## src/rtl/shifter_seq_ctrl_pkg.sv

```systemverilog
// -----------------------------------------------------------------------------
// shifter_seq_ctrl_pkg
// Shared definitions for the pixel serializer sequencer:
//   - sr_op_e   : {S1,S0} mode encodings of the 74194-style shift register bank
//   - state_e   : sequencer line state (IDLE outside the active span)
//   - PIX_IDX_W : width of the pixel-within-group index / group counter
// -----------------------------------------------------------------------------
package shifter_seq_ctrl_pkg;

    localparam int PIX_IDX_W = 2;

    typedef enum logic [1:0] {
        OP_HOLD = 2'b00,
        OP_SHR  = 2'b01,
        OP_SHL  = 2'b10,
        OP_LOAD = 2'b11
    } sr_op_e;

    typedef enum logic {
        ST_IDLE   = 1'b0,
        ST_ACTIVE = 1'b1
    } state_e;

endpackage

```

## src/rtl/shifter_seq_ctrl_if.sv

```systemverilog
// -----------------------------------------------------------------------------
// shifter_seq_ctrl_if
// Fetch-side handshake into the sequencer's one-entry group buffer.
// The pixel data itself goes straight to the bank D inputs; only the
// valid/ready handshake and the per-group horizontal flip travel here.
//   FETCH_VALID : fetch offers a pixel group
//   FETCH_FLIP  : horizontal flip of the offered group
//   FETCH_READY : buffer can accept (transfer on VALID && READY)
// Modports: master = fetch logic, slave = sequencer.
// -----------------------------------------------------------------------------
interface shifter_seq_ctrl_if;
    import shifter_seq_ctrl_pkg::*;

    logic FETCH_VALID;
    logic FETCH_FLIP;
    logic FETCH_READY;

    modport master (
        output FETCH_VALID,
        output FETCH_FLIP,
        input  FETCH_READY
    );

    modport slave (
        input  FETCH_VALID,
        input  FETCH_FLIP,
        output FETCH_READY
    );

endinterface

```

## src/rtl/shifter_seq_ctrl.sv

```systemverilog
// -----------------------------------------------------------------------------
// shifter_seq_ctrl
// Sequencer for a bank of 74194-style 4-bit universal shift registers used as
// a tile/sprite pixel serializer. Per pixel enable it issues a LOAD (first
// pixel of a group), a shift (SHR, or SHL when the group is flipped) or a
// clear (group due but no fetched group available), and drives the shared
// bank controls.
//
// Ports:
//   CP          in   system clock, rising edge
//   Reset       in   synchronous, active-high
//   PIX_CE      in   one-CP pulse per pixel period
//   LINE_START  in   start of active span (with PIX_CE)
//   LINE_END    in   end of active span (with PIX_CE), wins over LINE_START
//   fetch       slave modport of shifter_seq_ctrl_if (VALID/FLIP/READY)
//   SR_S0/SR_S1 out  bank mode
//   SR_CR_n     out  bank clear, active-low
//   SR_CEN      out  bank clock-enable strobe (bank acts on its rising edge)
//   PIX_IDX     out  index within the group of the op last issued
//   UNDERRUN    out  sticky: a load was due with the buffer empty
//
// Latency: PIX_CE is registered at edge n, the op is registered onto the
// bank controls at edge n+1 and the strobe drops at edge n+2.
// -----------------------------------------------------------------------------
module shifter_seq_ctrl
    import shifter_seq_ctrl_pkg::*;
#(
    parameter int PIX_PER_LOAD = 4
) (
    input  logic                   CP,
    input  logic                   Reset,
    input  logic                   PIX_CE,
    input  logic                   LINE_START,
    input  logic                   LINE_END,
    shifter_seq_ctrl_if.slave      fetch,
    output logic                   SR_S0,
    output logic                   SR_S1,
    output logic                   SR_CR_n,
    output logic                   SR_CEN,
    output logic [PIX_IDX_W-1:0]   PIX_IDX,
    output logic                   UNDERRUN
);

    localparam logic [PIX_IDX_W-1:0] CNT_LAST = PIX_IDX_W'(PIX_PER_LOAD - 1);

    // Stage p0: registered pixel event
    logic                 pix_ce_p0;
    logic                 line_start_p0;
    logic                 line_end_p0;

    // Sequencer state
    state_e               state_q, state_d;
    logic [PIX_IDX_W-1:0] cnt_q, cnt_d;
    logic                 buf_valid_q, buf_valid_d;
    logic                 buf_flip_q, buf_flip_d;
    logic                 cur_flip_q, cur_flip_d;
    logic                 underrun_q, underrun_d;

    // Stage p1: registered bank controls
    sr_op_e               mode_p1, mode_d;
    logic                 cr_n_p1, cr_n_d;
    logic                 cen_p1, cen_d;
    logic [PIX_IDX_W-1:0] pix_idx_p1, pix_idx_d;

    logic                 issue;
    logic                 consume;
    logic                 accept;
    logic                 fetch_ready;

    // The LINE_START pixel is processed as an ACTIVE pixel in the same cycle,
    // so an issue happens either while active or on the starting pixel.
    assign issue       = pix_ce_p0 && ((state_q == ST_ACTIVE) || line_start_p0);
    assign consume     = issue && (cnt_q == '0) && buf_valid_q;
    assign fetch_ready = !Reset && (!buf_valid_q || consume);
    assign accept      = fetch.FETCH_VALID && fetch_ready;

    assign fetch.FETCH_READY = fetch_ready;

    always_comb begin
        state_d     = state_q;
        cnt_d       = cnt_q;
        buf_valid_d = buf_valid_q;
        buf_flip_d  = buf_flip_q;
        cur_flip_d  = cur_flip_q;
        underrun_d  = underrun_q;
        mode_d      = mode_p1;
        cr_n_d      = cr_n_p1;
        cen_d       = 1'b0;
        pix_idx_d   = pix_idx_p1;

        if (issue) begin
            cen_d     = 1'b1;
            cr_n_d    = 1'b1;
            pix_idx_d = cnt_q;
            if (cnt_q == '0) begin
                if (buf_valid_q) begin
                    mode_d     = OP_LOAD;
                    cur_flip_d = buf_flip_q;
                end else begin
                    // Nothing fetched in time: blank the bank instead of
                    // replaying stale pixels.
                    mode_d     = OP_HOLD;
                    cr_n_d     = 1'b0;
                    underrun_d = 1'b1;
                end
            end else begin
                mode_d = cur_flip_q ? OP_SHL : OP_SHR;
            end

            if (line_end_p0) begin
                state_d = ST_IDLE;
                cnt_d   = '0;
            end else begin
                state_d = ST_ACTIVE;
                cnt_d   = (cnt_q == CNT_LAST) ? '0 : cnt_q + PIX_IDX_W'(1);
            end
        end else if (cen_p1) begin
            // Strobe falling: keep the mode stable through the low cycle and
            // release a clear op so it lasts exactly the strobe cycle.
            cr_n_d = 1'b1;
        end else if (state_q == ST_IDLE) begin
            mode_d = OP_HOLD;
            cr_n_d = 1'b0;
        end

        // Flush on line end wins; a fetch landing on a consume cycle refills
        // the entry, and cur_flip above already took the outgoing flip.
        if (issue && line_end_p0) begin
            buf_valid_d = 1'b0;
        end else if (accept) begin
            buf_valid_d = 1'b1;
            buf_flip_d  = fetch.FETCH_FLIP;
        end else if (consume) begin
            buf_valid_d = 1'b0;
        end
    end

    always_ff @(posedge CP) begin
        if (Reset) begin
            pix_ce_p0     <= 1'b0;
            line_start_p0 <= 1'b0;
            line_end_p0   <= 1'b0;
            state_q       <= ST_IDLE;
            cnt_q         <= '0;
            buf_valid_q   <= 1'b0;
            cur_flip_q    <= 1'b0;
            underrun_q    <= 1'b0;
            mode_p1       <= OP_HOLD;
            cr_n_p1       <= 1'b0;
            cen_p1        <= 1'b0;
            pix_idx_p1    <= '0;
        end else begin
            pix_ce_p0     <= PIX_CE;
            line_start_p0 <= LINE_START;
            line_end_p0   <= LINE_END;
            state_q       <= state_d;
            cnt_q         <= cnt_d;
            buf_valid_q   <= buf_valid_d;
            cur_flip_q    <= cur_flip_d;
            underrun_q    <= underrun_d;
            mode_p1       <= mode_d;
            cr_n_p1       <= cr_n_d;
            cen_p1        <= cen_d;
            pix_idx_p1    <= pix_idx_d;
        end
    end

    // The flip bit is only meaningful while buf_valid is set.
    always_ff @(posedge CP) begin
        buf_flip_q <= buf_flip_d;
    end

    assign SR_S0    = mode_p1[0];
    assign SR_S1    = mode_p1[1];
    assign SR_CR_n  = cr_n_p1;
    assign SR_CEN   = cen_p1;
    assign PIX_IDX  = pix_idx_p1;
    assign UNDERRUN = underrun_q;

endmodule
```

## src/flat_wrapper.sv

```systemverilog
// flat-port wrapper written by rule: the top's interface ports become plain ports
module shifter_seq_ctrl_flat import shifter_seq_ctrl_pkg::*;
#(
    parameter int PIX_PER_LOAD = 4
)
  (CP, Reset, PIX_CE, LINE_START, LINE_END, SR_S0, SR_S1, SR_CR_n, SR_CEN, PIX_IDX, UNDERRUN, fetch_FETCH_VALID, fetch_FETCH_FLIP, fetch_FETCH_READY);
  shifter_seq_ctrl_if fetch_i ();
  input  logic CP;
  input  logic Reset;
  input  logic PIX_CE;
  input  logic LINE_START;
  input  logic LINE_END;
  output logic SR_S0;
  output logic SR_S1;
  output logic SR_CR_n;
  output logic SR_CEN;
  output logic [PIX_IDX_W-1:0] PIX_IDX;
  output logic UNDERRUN;
  input wire logic [$bits(fetch_i.FETCH_VALID)-1:0] fetch_FETCH_VALID;
  input wire logic [$bits(fetch_i.FETCH_FLIP)-1:0] fetch_FETCH_FLIP;
  output wire logic [$bits(fetch_i.FETCH_READY)-1:0] fetch_FETCH_READY;
  assign fetch_i.FETCH_VALID = fetch_FETCH_VALID;
  assign fetch_i.FETCH_FLIP = fetch_FETCH_FLIP;
  assign fetch_FETCH_READY = fetch_i.FETCH_READY;
  shifter_seq_ctrl #(.PIX_PER_LOAD(PIX_PER_LOAD)) u_core (.CP(CP), .Reset(Reset), .PIX_CE(PIX_CE), .LINE_START(LINE_START), .LINE_END(LINE_END), .fetch(fetch_i), .SR_S0(SR_S0), .SR_S1(SR_S1), .SR_CR_n(SR_CR_n), .SR_CEN(SR_CEN), .PIX_IDX(PIX_IDX), .UNDERRUN(UNDERRUN));
endmodule
```

## config.mk

```make
export PLATFORM = sky130hd
export DESIGN_NAME = shifter_seq_ctrl_flat
export DESIGN_NICKNAME = d
export VERILOG_FILES = /design/src/rtl/shifter_seq_ctrl_pkg.sv /design/src/rtl/shifter_seq_ctrl_if.sv /design/src/rtl/shifter_seq_ctrl.sv /design/src/flat_wrapper.sv
export SDC_FILE = /design/constraint.sdc
export NUM_CORES = 1
export LEC_CHECK = 0
export ABC_CLOCK_PERIOD_IN_PS = 1300
export BUFFER_PORTS_ARGS = -buffer_cell sky130_fd_sc_hd__buf_4
export CAP_MARGIN = 20
export CORE_UTILIZATION = 45
export DETAILED_ROUTE_END_ITERATION = 7
export PLACE_DENSITY_LB_ADDON = 0.15
export SYNTH_ARGS = -nofsm -noshare
export SYNTH_HDL_FRONTEND = slang
export SYNTH_SLANG_ARGS = --single-unit
```

## constraint.sdc

```tcl
create_clock -name CP -period 1.3 [get_ports CP]
set_input_delay 0.195 -clock CP [delete_from_list [all_inputs] [get_ports CP]]
set_output_delay 0.195 -clock CP [all_outputs]
set_load 0.05 [all_outputs]
```

==> flow_metrics.py, run 1 <==
metrics = {
    "synth": {
        "synth-seq-cells": 16,
        "synth_cell_types": 26,
        "ys_seq_area_frac": 0.502,
        "yosysWarnings": 0,
        "netlist_area_um2": 658,
        "yosys-top-cells-area": "dfxtp_1 (46%), a21oi_1 (4.6%), edfxtp_1 (4.6%)",
        "synth_top_area_share": 0.456,
        "synth_cells": 66,
        "yosysTopAreaCell": "dfxtp_1",
        "syn-num-nets": 75,
        "synth.avg_cell_area_um2": 9.97,
    },
    "timing": {
        "fin_skew_ns": 0.00624,
        "fin_ws_ns": -0.172,
        "relSlewSlack": 0.774,
        "tightestPinTransition_ns": 0.337,
        "min_period_ns": 1.47,
        "setup_viol": 4,
        "drv_slew": 0,
        "final_hold_viol_count": 0,
        "final.setup.tns_ns": -0.350,
        "clock.fmax_mhz": 680,
        "rsz0062_at_grt": "yes",
        "finalCritPeriodShare": 1.13,
    },
    "final_layout": {
        "final_cells": 105,
        "layout-drive-gt1-share": 0.433,
        "mostFrequentLayoutCells": "buf_4 (21), dfxtp_1 (12), nand2_1 (8)",
        "nNetsFinal": 100,
        "utilization": 0.671,
        "final_common_cell": "buf_4",
        "nFillCells": 117,
        "syn_to_final_growth_pct": 35.9,
        "diodes": 0,
    },
    "routing": {
        "drtIter0Drc": 10,
        "ant_nets": 0,
        "drt-total-wl_um": 1480,
        "num_vias": 565,
        "drc": 0,
        "dr.pass1.iters": 4,
        "wl_per_cell_um": 14.1,
        "vias_per_cell": 5.38,
    },
    "placement": {
        "dp.cells": 96,
        "gp_congestion": 0.814,
        "post-dp-hpwl_um": 888,
        "port_buffers": 14,
        "dp_slack_ns": -0.00915,
    },
    "global_route": {
        "grt_start_max_net_pins": 17,
        "grt_pass1_vias": 543,
        "grt_overflow": 0,
        "antenna_found_initial": 0,
        "grt_pass1_wl_um": 2200,
        "use_met1": 0.229,
        "grt_util_all_layers": 0.209,
        "busiest_layer": "met2",
        "gr-usage-met3": 0.0333,
        "grtUsageMet2": 0.375,
    },
    "floorplan": {
        "ios": 15,
        "initial_core_util": 0.493,
        "core_um2": 1330,
        "rows": 13,
        "die_area_um2": 1620,
        "die_w_um": 40.2,
        "fp.dieH_um": 40.2,
    },
    "clocking": {
        "cts_buffers": 3,
        "cts_buffer_depth": 2,
        "root_buffer": "clkbuf_4",
        "cts.sinks": 16,
        "clk_latency_ns": 0.28,
        "clkTransAtPathRegs_ns": 0.09,
        "htree_levels": 1,
        "cts_tree": "yes",
        "hold_buffers": 0,
    },
    "status": {
        "status": "finished with violations",
        "violations": "setup timing",
    },
    "power_and_ir_drop": {
        "p_total_uw": 925,
        "p_leak_nw": 0.382,
        "cellPowerDensity_nw_per_um2": 1030,
        "ir_worst_vdd_v": 0.000606,
    },
    "setup_path": {
        "crit_required_ns": 1.11,
        "criticalPathCategory": "reg2out",
        "start_kind": "register",
        "cp_max_fo": 2,
        "arrival_ns": 1.28,
        "end_kind": "output port",
    },
    "job": {
        "maxCapViolations": 0,
    },
    "hold_path": {
        "hold_path.class": "in2reg",
    },
}
-- metal layers --
layer	vias up	wire, um
li1	279	-
met2	16	743
met4	0	34
met1	266	642
met3	4	56
met5	-	0
-- critical path, stage by stage (launching register included) --
cell and delay, ns:
dfxtp_2 0.34, inv_2 0.06, ha_4 0.13, o211ai_1 0.15, a21oi_4 0.16, buf_6 0.17
-- state kept, by name, indices dropped and copies added, names as in the netlist --
name	flops
u_core.state_q	1
u_core.buf_flip_q	1
u_core.SR_CR_n	1
u_core.buf_valid_q	1
u_core.mode_p1	2
u_core.line_end_p0	1
u_core.PIX_IDX	2
u_core.UNDERRUN	1
u_core.cur_flip_q	1
u_core.pix_ce_p0	1
u_core.cnt_q	2
u_core.line_start_p0	1
u_core.SR_CEN	1
-- report_power, final --
part	internal (mW)	switching (mW)
sequential	0.512	0.0201
clock	0.119	0.147
combinational	0.0586	0.0687
-- cell usage after synthesis, drive strengths merged --
| cell type | n |
|---|---|
| nor2 | 3 |
| nand3b | 1 |
| clkbuf | 1 |
| a21oi | 7 |
| dfxtp | 15 |
| or4 | 1 |
| o21a | 2 |
| edfxtp | 1 |
| nor2b | 3 |
| nand2 | 8 |
| a21o | 1 |
| ha | 2 |
| nand2b | 1 |
| buf | 2 |
| a211oi | 4 |
| and3 | 2 |
| o21ai | 4 |
| nand4 | 1 |
| o211a | 1 |
| o211ai | 1 |
| nor3 | 1 |
| inv | 3 |
| o21ba | 1 |
-- cell families (layout without fill, tap and decap cells) --
kind of cell,after synthesis,after routing,share of synthesized area
AO/OA/AOI/OAI,21,21,0.243
adder cells (fa/ha/maj),2,2,0.0380
buffers and inverters,6,30,0.0570
flip-flops,16,16,0.502
AND/OR/NAND/NOR,21,21,0.160
-- cell type report --
| cell class | count | area (um2) | share of cell area |
|---|---|---|---|
| well taps | 15 | 18.8 | 0.0210 |
| multi-input cells | 44 | 324 | 0.362 |
| clock buffers | 4 | 26.3 | 0.0294 |
| inverters | 3 | 11.3 | 0.0126 |
| repair buffers | 23 | 180 | 0.201 |
| flip-flops and latches | 16 | 334 | 0.373 |
-- metrics by stage --
step                      hold slack, ns  area, um2
final                             0.0881        895
after global placement             0.383        800
after CTS                         0.0768        873
after floorplan                    0.267        672
after global routing              0.0762        895
after detailed placement           0.380        800
-- worst paths after layout --
check | from | end | slack, ns | cells past startpoint
max | u_core.cnt_q[1]$_SDFFE_PP0P_ | fetch_FETCH_READY | -0.17 | 5
min | fetch_FETCH_FLIP | u_core.buf_flip_q$_DFFE_PP_ | 0.09 | 1
max reg2reg | u_core.cnt_q[1]$_SDFFE_PP0P_ | u_core.buf_flip_q$_DFFE_PP_ | -0.14 | 7
min reg2reg | u_core.PIX_IDX[0]$_SDFFE_PP0P_ | u_core.PIX_IDX[0]$_SDFFE_PP0P_ | 0.46 | 2
-- repair_timing --
| item | in CTS | in global routing |
|---|---|---|
| buffers inserted | 4 | 1 |
| gates cloned | 0 | 0 |
| resized for setup | 7 | 3 |
| endpoints found under the setup margin | 2 | 7 |
| pin swaps | 3 | 2 |
| endpoints found under the hold margin | 0 | 0 |
Note: power is estimated with default switching activity, not from simulation.
==> run 2: changes to the inputs <==
--- a/config.mk
+++ b/config.mk
@@ -5,6 +5,7 @@
 export SDC_FILE = /design/constraint.sdc
 export NUM_CORES = 1
 export LEC_CHECK = 0
+export ABC_AREA = 1
 export ABC_CLOCK_PERIOD_IN_PS = 1300
 export BUFFER_PORTS_ARGS = -buffer_cell sky130_fd_sc_hd__buf_4
 export CAP_MARGIN = 20
==> flow_metrics.py, run 2 <==
metrics = {
    "clocking": {
        "cts.sinks": 16,
        "cts_buffer_depth": 2,
        "clk_latency_ns": 0.28,
        "clkTransAtPathRegs_ns": 0.10,
        "root_buffer": "clkbuf_4",
        "hold_buffers": 0,
        "cts_tree": "yes",
        "htree_levels": 1,
        "cts_buffers": 3,
    },
    "timing": {
        "fin_ws_ns": -0.105,
        "setup_viol": 1,
        "final.setup.tns_ns": -0.105,
        "final_hold_viol_count": 0,
        "clock.fmax_mhz": 712,
        "relSlewSlack": 0.848,
        "min_period_ns": 1.40,
        "fin_skew_ns": 0.00502,
        "rsz0062_at_grt": "yes",
        "drv_slew": 0,
        "finalCritPeriodShare": 1.08,
        "tightestPinTransition_ns": 0.225,
    },
    "hold_path": {
        "hold_path.class": "in2reg",
    },
    "status": {
        "violations": "setup timing",
        "status": "finished with violations",
    },
    "synth": {
        "ys_seq_area_frac": 0.500,
        "synth_common_cells": "nand2_1 (16), dfxtp_1 (15), nor2_1 (14), inv_1 (13)",
        "syn-num-nets": 95,
        "ys_async_sr_fraction": 0,
        "yosysWarnings": 0,
        "synth_top_flop_cell": "dfxtp_1",
        "synth_fa_ha_area_frac": 0.0379,
        "yosysTopAreaCell": "dfxtp_1",
        "netlist_area_um2": 661,
        "synth_cells": 86,
        "synth_xor_area_frac": 0,
        "synth-seq-cells": 16,
        "synth_top_family_by_area": "simple AND/OR/NAND/NOR gates",
        "yosys-top-cells-area": "dfxtp_1 (45%), nand2_1 (9.1%), nor2_1 (8.0%)",
        "yosysMostFrequentCell": "nand2_1",
        "synth_mux_area_frac": 0,
        "synth_cell_types": 16,
        "synth.avg_cell_area_um2": 7.68,
        "synth-edff-count": 1,
        "synthSimpleGateAreaFrac": 0.288,
        "synth_compound_area_frac": 0.0682,
        "synth_top_area_share": 0.455,
    },
    "setup_path": {
        "arrival_ns": 1.21,
        "criticalPathCategory": "reg2out",
        "end_kind": "output port",
        "cp_max_fo": 2,
        "crit_required_ns": 1.11,
        "cp_slowest_cell": "dfxtp_2",
        "cp_num_buf_inv": 3,
        "crit_chain": "inv_2, ha_4, nand3_2, nand2_1, nand2_1, inv_1, buf_6",
        "cpPeakStageDelay_ns": 0.33,
        "start_kind": "register",
        "path_delay_family": "flip-flops",
        "crit_top_cell": "nand2_1",
    },
    "global_route": {
        "busiest_layer": "met2",
        "grt_pass1_wl_um": 2070,
        "grt_util_all_layers": 0.198,
        "use_met1": 0.232,
        "grt_pass1_vias": 544,
        "grt_start_max_net_pins": 10,
        "antenna_found_initial": 0,
        "gr-usage-met3": 0.0333,
        "grt_overflow": 0,
        "grtUsageMet2": 0.331,
    },
    "routing": {
        "wl_per_cell_um": 11.0,
        "drt-total-wl_um": 1340,
        "vias_per_cell": 4.72,
        "num_vias": 576,
        "dr.pass1.iters": 4,
        "drtIter0Drc": 11,
        "ant_nets": 0,
        "drc": 0,
    },
    "final_layout": {
        "nNetsFinal": 117,
        "mostFrequentLayoutCells": "buf_4 (17), nand2_1 (16), nor2_1 (13), dfxtp_1 (13), inv_1 (11)",
        "syn_to_final_growth_pct": 32.8,
        "post-route-cell-area_um2": 877,
        "diodes": 0,
        "final_cells": 122,
        "layout-drive-gt1-share": 0.346,
        "final_common_cell": "buf_4",
    },
    "power_and_ir_drop": {
        "ir_worst_vdd_v": 0.000737,
        "cellPowerDensity_nw_per_um2": 1120,
        "p_total_uw": 985,
        "p_leak_nw": 0.443,
    },
    "floorplan": {
        "ios": 15,
        "initial_core_util": 0.495,
        "rows": 13,
        "core_um2": 1330,
        "fp.dieH_um": 40.3,
        "die_w_um": 40.3,
        "die_area_um2": 1630,
    },
    "placement": {
        "post-dp-hpwl_um": 978,
        "dpl-instance-area_um2": 795,
        "port_buffers": 14,
        "gp_congestion": 0.694,
        "dp.cells": 116,
    },
    "job": {
        "maxCapViolations": 0,
    },
}
-- run 2: timing repair --
action,in CTS,in global routing
setup buffers,3,0
pin swaps,2,1
setup endpoints to repair,1,2
resized for setup,10,0
-- run 2: cell families after synthesis --
logic type                 Yosys count
DFF                                 16
AOI/OAI and AO/OA                    9
and+or+nand+nor                     42
adders and majority gates            2
buffers and inverters               17
-- run 2: layout make-up --
class                   instances  area [um2]
clock buffers                   4        36.3
fillers                       112         457
inverters                      16        65.1
multi-input cells              53         285
flip-flops and latches         16         333
well taps                      15        18.8
repair buffers                 18         139
-- run 2: worst paths after layout --
path / start / endpoint / slack [ns] / depth (start not counted)
setup / recovery: u_core.cnt_q[0]$_SDFFE_PP0P_ / fetch_FETCH_READY / -0.10 / 7
hold / removal: fetch_FETCH_FLIP / u_core.buf_flip_q$_DFFE_PP_ / 0.08 / 1
setup reg to reg: u_core.cnt_q[0]$_SDFFE_PP0P_ / u_core.buf_flip_q$_DFFE_PP_ / 0.09 / 7
hold reg to reg: u_core.PIX_IDX[0]$_SDFFE_PP0P_ / u_core.PIX_IDX[0]$_SDFFE_PP0P_ / 0.48 / 2
-- run 2: power breakdown --
part | switching (mW) | internal (mW)
clock | 0.156 | 0.170
sequential | 0.0122 | 0.512
combinational | 0.0824 | 0.0517
-- run 2: routing by layer --
layer  part of all wire  wire length (um)
met2               0.50               672
met5                  0                 0
met3              0.027                36
met1               0.45               605
met4              0.018                24
-- run 2: per-stage QoR --
stage	hold slack, ns	util	setup WS (ns)
CTS	0.0827	0.663	-0.110
finish	0.0836	0.658	-0.105
global route	0.0735	0.658	-0.175
global placement	0.373	0.596	0.103
detailed placement	0.380	0.596	0.0658
floorplan	0.294	-	0.0189
